$ cat config.mk
export PLATFORM = sky130hd
export DESIGN_NAME = rtc_bus_arbiter
export DESIGN_NICKNAME = d
export VERILOG_FILES = /design/src/rtl/rtc_bus_arbiter.sv
export SDC_FILE = /design/constraint.sdc
export NUM_CORES = 1
export LEC_CHECK = 0
export ABC_AREA = 1
export ABC_CLOCK_PERIOD_IN_PS = 3240
export BUFFER_PORTS_ARGS = -buffer_cell sky130_fd_sc_hd__buf_4
export CAP_MARGIN = 20
export CELL_PAD_IN_SITES_DETAIL_PLACEMENT = 1
export CELL_PAD_IN_SITES_GLOBAL_PLACEMENT = 1
export CORE_MARGIN = 1
export CORE_UTILIZATION = 36
export CTS_CLUSTER_DIAMETER = 50
export DETAILED_ROUTE_END_ITERATION = 10
export PLACE_DENSITY = 0.89
export SLEW_MARGIN = 15
export SYNTH_ARGS = -nofsm -noshare
export SYNTH_HDL_FRONTEND = slang
export SYNTH_SLANG_ARGS = --single-unit
$ cat constraint.sdc
create_clock -name clk -period 3.24 [get_ports clk]
set_input_delay 0.324 -clock clk [delete_from_list [all_inputs] [get_ports clk]]
set_output_delay 0.324 -clock clk [all_outputs]
set_load 0.005 [all_outputs]
$ cat src/rtl/rtc_bus_arbiter.sv
`default_nettype none
// ============================================================================
// Module      : rtc_bus_arbiter
// Description : Arbitrates N_CH requesters onto the single RTC bus using a
//               req/ack handshake with a watchdog timeout, and returns read data.
// Revision    : 1.0 - initial release
// ============================================================================
module rtc_bus_arbiter #(
    parameter int N_CH    = 3,
    parameter int ADDR_W  = 8,
    parameter int DATA_W  = 8,
    parameter int RR_MODE = 1,
    parameter int TIMEOUT = 255
) (
    input  logic                     clk,
    input  logic                     reset,
    input  logic [N_CH-1:0]          req,
    input  logic [N_CH-1:0]          rd_wr_in,
    input  logic [N_CH*ADDR_W-1:0]   dir_in,
    input  logic [N_CH*DATA_W-1:0]   dato_in,
    output logic [N_CH-1:0]          gnt,
    output logic [N_CH-1:0]          done,
    output logic                     err,
    output logic [DATA_W-1:0]        rd_data,
    output logic                     bus_req,
    output logic [ADDR_W-1:0]        dir_out,
    output logic [DATA_W-1:0]        dato,
    output logic                     RD_WR,
    input  logic                     bus_ack,
    input  logic [DATA_W-1:0]        dato_rtc
);

    localparam int c_ptr_w = $clog2(N_CH);
    localparam int c_cnt_w = $clog2(TIMEOUT + 1);

    localparam logic [c_cnt_w-1:0] c_cnt_last = c_cnt_w'(TIMEOUT - 1);
    localparam logic [c_ptr_w-1:0] c_ptr_last = c_ptr_w'(N_CH - 1);
    localparam logic [c_ptr_w:0]   c_n_ch     = (c_ptr_w + 1)'(N_CH);
    localparam logic [N_CH-1:0]    c_one      = N_CH'(1);

    localparam logic [1:0] c_st_idle  = 2'd0;
    localparam logic [1:0] c_st_issue = 2'd1;
    localparam logic [1:0] c_st_done  = 2'd2;

    logic [1:0]         r_state;
    logic [1:0]         w_next_state;
    logic [c_ptr_w-1:0] r_ptr;
    logic [c_ptr_w-1:0] r_win;
    logic [c_cnt_w-1:0] r_cnt;
    logic [N_CH-1:0]    r_gnt;
    logic [N_CH-1:0]    r_done;
    logic               r_err;
    logic [DATA_W-1:0]  r_rd_data;
    logic               r_bus_req;
    logic [ADDR_W-1:0]  r_dir;
    logic [DATA_W-1:0]  r_dato;
    logic               r_rd_wr;

    logic [ADDR_W-1:0]  w_addr_arr [N_CH];
    logic [DATA_W-1:0]  w_data_arr [N_CH];

    logic               w_any;
    logic               w_found;
    logic [c_ptr_w-1:0] w_win;
    logic [c_ptr_w-1:0] w_base;
    logic [c_ptr_w:0]   w_sum;
    logic               w_load;
    logic               w_ack;
    logic               w_tmo;
    logic               w_finish;
    logic               w_release;

    for (genvar i = 0; i < N_CH; i++) begin : g_unpack
        assign w_addr_arr[i] = dir_in[i*ADDR_W +: ADDR_W];
        assign w_data_arr[i] = dato_in[i*DATA_W +: DATA_W];
    end

    // Search starts at the pointer and wraps; fixed priority simply starts at 0.
    always_comb begin
        w_any   = |req;
        w_found = 1'b0;
        w_win   = '0;
        w_sum   = '0;
        w_base  = (RR_MODE != 0) ? r_ptr : '0;
        for (int k = 0; k < N_CH; k++) begin
            w_sum = {1'b0, w_base} + (c_ptr_w + 1)'(k);
            if (w_sum >= c_n_ch) begin
                w_sum = w_sum - c_n_ch;
            end
            if (!w_found && req[w_sum[c_ptr_w-1:0]]) begin
                w_found = 1'b1;
                w_win   = w_sum[c_ptr_w-1:0];
            end
        end
    end

    always_ff @(posedge clk) begin
        if (!reset) begin
            r_state <= c_st_idle;
        end else begin
            r_state <= w_next_state;
        end
    end

    always_comb begin
        w_next_state = c_st_idle;
        case (r_state)
            c_st_idle:  w_next_state = w_any ? c_st_issue : c_st_idle;
            c_st_issue: w_next_state = (bus_ack || (r_cnt == c_cnt_last)) ? c_st_done : c_st_issue;
            c_st_done:  w_next_state = c_st_idle;
            default:    w_next_state = c_st_idle;
        endcase
    end

    // An ack on the last watchdog cycle wins over the timeout.
    always_comb begin
        w_load    = (r_state == c_st_idle) && w_any;
        w_ack     = (r_state == c_st_issue) && bus_ack;
        w_tmo     = (r_state == c_st_issue) && !bus_ack && (r_cnt == c_cnt_last);
        w_finish  = w_ack || w_tmo;
        w_release = (r_state == c_st_done);
    end

    always_ff @(posedge clk) begin
        if (!reset) begin
            r_ptr     <= '0;
            r_win     <= '0;
            r_cnt     <= '0;
            r_gnt     <= '0;
            r_done    <= '0;
            r_err     <= 1'b0;
            r_rd_data <= '0;
            r_bus_req <= 1'b0;
            r_dir     <= '0;
            r_dato    <= '0;
            r_rd_wr   <= 1'b1;
        end else begin
            if (w_load) begin
                r_gnt     <= c_one << w_win;
                r_win     <= w_win;
                r_dir     <= w_addr_arr[w_win];
                r_dato    <= w_data_arr[w_win];
                r_rd_wr   <= rd_wr_in[w_win];
                r_bus_req <= 1'b1;
                r_cnt     <= '0;
            end
            if (r_state == c_st_issue) begin
                if (w_finish) begin
                    r_done    <= r_gnt;
                    r_err     <= w_tmo;
                    r_bus_req <= 1'b0;
                    if (w_ack && r_rd_wr) begin
                        r_rd_data <= dato_rtc;
                    end
                end else begin
                    r_cnt <= r_cnt + 1'b1;
                end
            end
            if (w_release) begin
                r_done <= '0;
                r_err  <= 1'b0;
                r_gnt  <= '0;
                if (RR_MODE != 0) begin
                    r_ptr <= (r_win == c_ptr_last) ? '0 : r_win + 1'b1;
                end
            end
        end
    end

    assign gnt     = r_gnt;
    assign done    = r_done;
    assign err     = r_err;
    assign rd_data = r_rd_data;
    assign bus_req = r_bus_req;
    assign dir_out = r_dir;
    assign dato    = r_dato;
    assign RD_WR   = r_rd_wr;

endmodule
`default_nettype wire

==> run_results.csv <==
group,metric,value,unit
outcome,run_status,"complete, no violations",
worst_setup_path,cp-end-kind,"flip-flop",
sta,setup_total_negative_slack,0,ns
logic_synthesis,yosysSeqAreaShare,35.9,%
logic_synthesis,ys_ff_latch,47,
route,vias,2859,
global_route,number_of_global_route_vias_before_repair,2988,
cells_and_area,final_area,3540,sq um
worst_setup_path,cp_data_arrival_time,2.65,ns
power_and_ir_drop,cellInternalPower,1.08,mW
worst_setup_path,worst_path_dominant_cell_family,"simple AND/OR/NAND/NOR gates",
clock_tree,post_cts.repair.setup_buffers,0,
die,starting_density,38.0,%
power_and_ir_drop,switching_share,31.6,%
hold_path,hold_class,"primary input to flip-flop",
die,die_width,87.4,um
clock_tree,cts_tree,"done",
global_route,grt_start_max_net_pins,34,
cells_and_area,layout-drive-gt1-share,25.5,%
logic_synthesis,number_of_flops_mapped_to_enable_cells_by_yosys,0,
worst_setup_path,critical_path_class,"flip-flop to flip-flop",
sta,slew_viol_final,0,
sta,finalSetupViolCount,0,
power_and_ir_drop,powerDensity,447,nW/um^2
worst_setup_path,data_required_time_of_the_critical_path,3.48,ns
clock_tree,clock_insertion_delay_worst_skew,0.31,ns
worst_setup_path,critical_path_buf_inv_count,3,
power_and_ir_drop,leakagePower,1.72,nW
sta,slew_headroom,58.9,%
logic_synthesis,synth.net_count,462,
logic_synthesis,syn_area_per_cell,6.71,sq um
logic_synthesis,synth_top_flop_cell,"dfxtp_1",
clock_tree,clock_slew_seen_by_the_registers_of_the_worst_setup_and_hold_paths,0.09,ns
clock_tree,cts_num_sinks,47,
clock_tree,root_buffer,"clkbuf_8",
worst_setup_path,cp_num_cells,11,
sta,layout_min_cycle_time,2.41,ns
worst_setup_path,crit_path_start_kind,"flip-flop",
logic_synthesis,synthesized_instance_count,391,
route,drt_first_pass_iters,5,
logic_synthesis,post_synth_instance_area,2620,sq um
logic_synthesis,synth.lib_cells_used.distinct,31,
die,io_pins,98,
cells_and_area,layout-area-overhead-vs-synth,34.8,%
clock_tree,ctsResizeCount,0,
route,drc,0,
global_route,grt.met2_usage,40.6,%
clock_tree,holdBufCountCts,0,
global_route,gr-total-overflow,0,
sta,transition_time_at_the_pin_with_the_least_slew_margin,0.614,ns
place,dpl-instance-area,3420,sq um
place,place.port_buffers,97,
cells_and_area,design.final.nets,553,
die,placementRows,30,
power_and_ir_drop,clockPowerShare,28.8,%
sta,timing_hold_violations_final,0,
global_route,grt.met3_usage,4.08,%
cells_and_area,antenna_cells_inserted,0,
clock_tree,tritoncts.num_buffers,5,
sta,grt_setup_unrepaired,"false",
power_and_ir_drop,ir_worst_vdd,0.187,mV
power_and_ir_drop,comb_pwr_share,28.8,%
power_and_ir_drop,total_switching_power,0.499,mW
route,detailedRoute.firstIterationViolations,50,
worst_setup_path,timing.critical_path.slowest_stage_cell,"ha_1",
worst_setup_path,crit_fanout,20,
worst_setup_path,r2r_cells,11,
sta,finalClockSkew,0.00883,ns
place,detailedPlacementHpwl,6010,um
run,maxCapViolCount,0,
die,core,6910,sq um
clock_tree,cts_max_level,2,
global_route,met1_usage,26.0,%
logic_synthesis,yosys_warnings,0,
hold_path,hold-path-cell-count,3,
die,die_y,87.4,um
worst_setup_path,crit_path_cell_chain,"inv_1, ha_1, inv_2, nand3_1, nand2_2, nand3_2, nand3_2, a21oi_2, buf_4, nand3_1, a21oi_1",
global_route,grt_pass1_wl,13300,um
route,drt_wl_total,8050,um
sta,finalCritPeriodShare,74.4,%
logic_synthesis,synth_async_sr_flop_share,0,%
global_route,initial_antenna_violation_count,0,
place,gpl.final_weighted_congestion,0.802,
global_route,grt_usage,22.0,%
route,postRouteAntennaNets,0,
die,dieArea,7630,sq um
worst_setup_path,max_stage_delay,0.38,ns
route,wl_per_cell,13.9,um
clock_tree,max-clock-path-buffers,2,
global_route,top_usage_layer,"met2",
power_and_ir_drop,power.share.sequential,42.4,%
route,detail_route.vias_per_cell,4.94,
sta,max_freq,415,MHz
-- layout make-up --
type | count | area [sq um]
Inverter | 65 | 244
Clock buffer | 6 | 82.6
Clock inverter | 2 | 35.0
Multi-Input combinational cell | 263 | 1360
Sequential cell | 47 | 941
Fill cell | 934 | 3370
Timing Repair Buffer | 100 | 751
Tap cell | 96 | 120
-- worst paths after layout --
path         slack, ns                    to                  start
max               0.83  dato[2]$_SDFFE_PN0P_  r_ptr[0]$_SDFFE_PN0P_
max reg2reg       0.83  dato[2]$_SDFFE_PN0P_  r_ptr[0]$_SDFFE_PN0P_
min               0.27    RD_WR$_SDFFE_PN1P_            rd_wr_in[2]
min reg2reg       0.46   r_cnt[4]$_SDFF_PN0_    r_cnt[4]$_SDFF_PN0_
-- placed cells by master, fill, tap and decap left out, types with 2 or more instances in the layout --
cell type	n
a21oi_1	35
o211ai_1	2
nand2_2	3
o21ai_1	2
dfxtp_1	47
inv_1	59
inv_2	5
o21ai_0	10
nand3b_1	16
a211oi_1	4
nand2_1	93
buf_4	100
nand3_2	2
ha_1	6
nand3_4	2
nand3_1	41
clkbuf_8	6
nand4_1	18
nor2_1	21
-- metal layers --
layer | routed length, um | up-vias
met4 | 121 | 0
met2 | 4100 | 74
met1 | 3490 | 1321
li1 | - | 1450
met3 | 340 | 14
met5 | 0 | -
-- state kept, by name, indices dropped and copies added, names as in the netlist --
| name | cells |
|---|---|
| done | 3 |
| r_cnt | 8 |
| r_win | 2 |
| dir_out | 8 |
| dato | 8 |
| r_state | 2 |
| err | 1 |
| rd_data | 8 |
| gnt | 3 |
| RD_WR | 1 |
| r_ptr | 2 |
| bus_req | 1 |
-- tightest hold or removal path, delay by kind of cell --
| kind | cells | cell delay (ns) |
|---|---|---|
| buffers and inverters | 1 | 0.08 |
| and+or+nand+nor | 2 | 0.14 |
-- cell families after synthesis --
| logic type | after synthesis | share of synthesized area [%] |
|---|---|---|
| and+or+nand+nor | 200 | 36.9 |
| adders and majority gates | 6 | 2.86 |
| AOI/OAI and AO/OA | 56 | 11.6 |
| DFF | 47 | 35.9 |
| xor gates and xnor gates | 1 | 0.334 |
| buffers and inverters | 81 | 12.4 |
-- stage by stage --
step | hold WS, ns | instances | total power, mW | setup WS, ns | util, %
4_1_cts | 0.272 | 579 | 1.59 | 0.818 | 51.2
5_1_grt | 0.262 | 579 | 1.68 | 0.586 | 51.2
2_1_floorplan | 0.422 | 391 | 0.942 | 1.35 | -
3_3_place_gp | 0.435 | 571 | 1.12 | 0.958 | 49.5
3_5_place_dp | 0.452 | 571 | 1.14 | 0.825 | 49.5
6_report | 0.274 | 579 | 1.58 | 0.831 | 51.2
-- Yosys cell counts (2+ instances only) --
library cell | n | share of area [%]
o21ai_1 | 2 | 0.38
buf_2 | 3 | 0.57
clkbuf_1 | 8 | 1.1
buf_4 | 3 | 0.86
dfxtp_1 | 47 | 36
a211oi_1 | 4 | 1.1
nor2_1 | 21 | 3.0
ha_1 | 6 | 2.9
nand2_2 | 3 | 0.72
nand3_2 | 2 | 0.76
o21ai_0 | 10 | 1.9
o211ai_1 | 2 | 0.57
nand2_1 | 93 | 13
nand3_1 | 41 | 7.8
nand3b_1 | 16 | 4.6
inv_1 | 59 | 8.4
nand4_1 | 18 | 4.3
a21oi_1 | 35 | 6.7
inv_2 | 5 | 0.72
nand3_4 | 2 | 1.3
-- power by group through the flow --
stage / Sequential, mW / Clock [mW] / Combinational, mW
2_1_floorplan: 0.676 / 0 / 0.266
3_3_place_gp: 0.682 / 0 / 0.441
3_5_place_dp: 0.683 / 0 / 0.460
4_1_cts: 0.670 / 0.463 / 0.462
5_1_grt: 0.677 / 0.487 / 0.511
6_report: 0.671 / 0.455 / 0.456
Note: power is estimated with default switching activity, not from simulation.
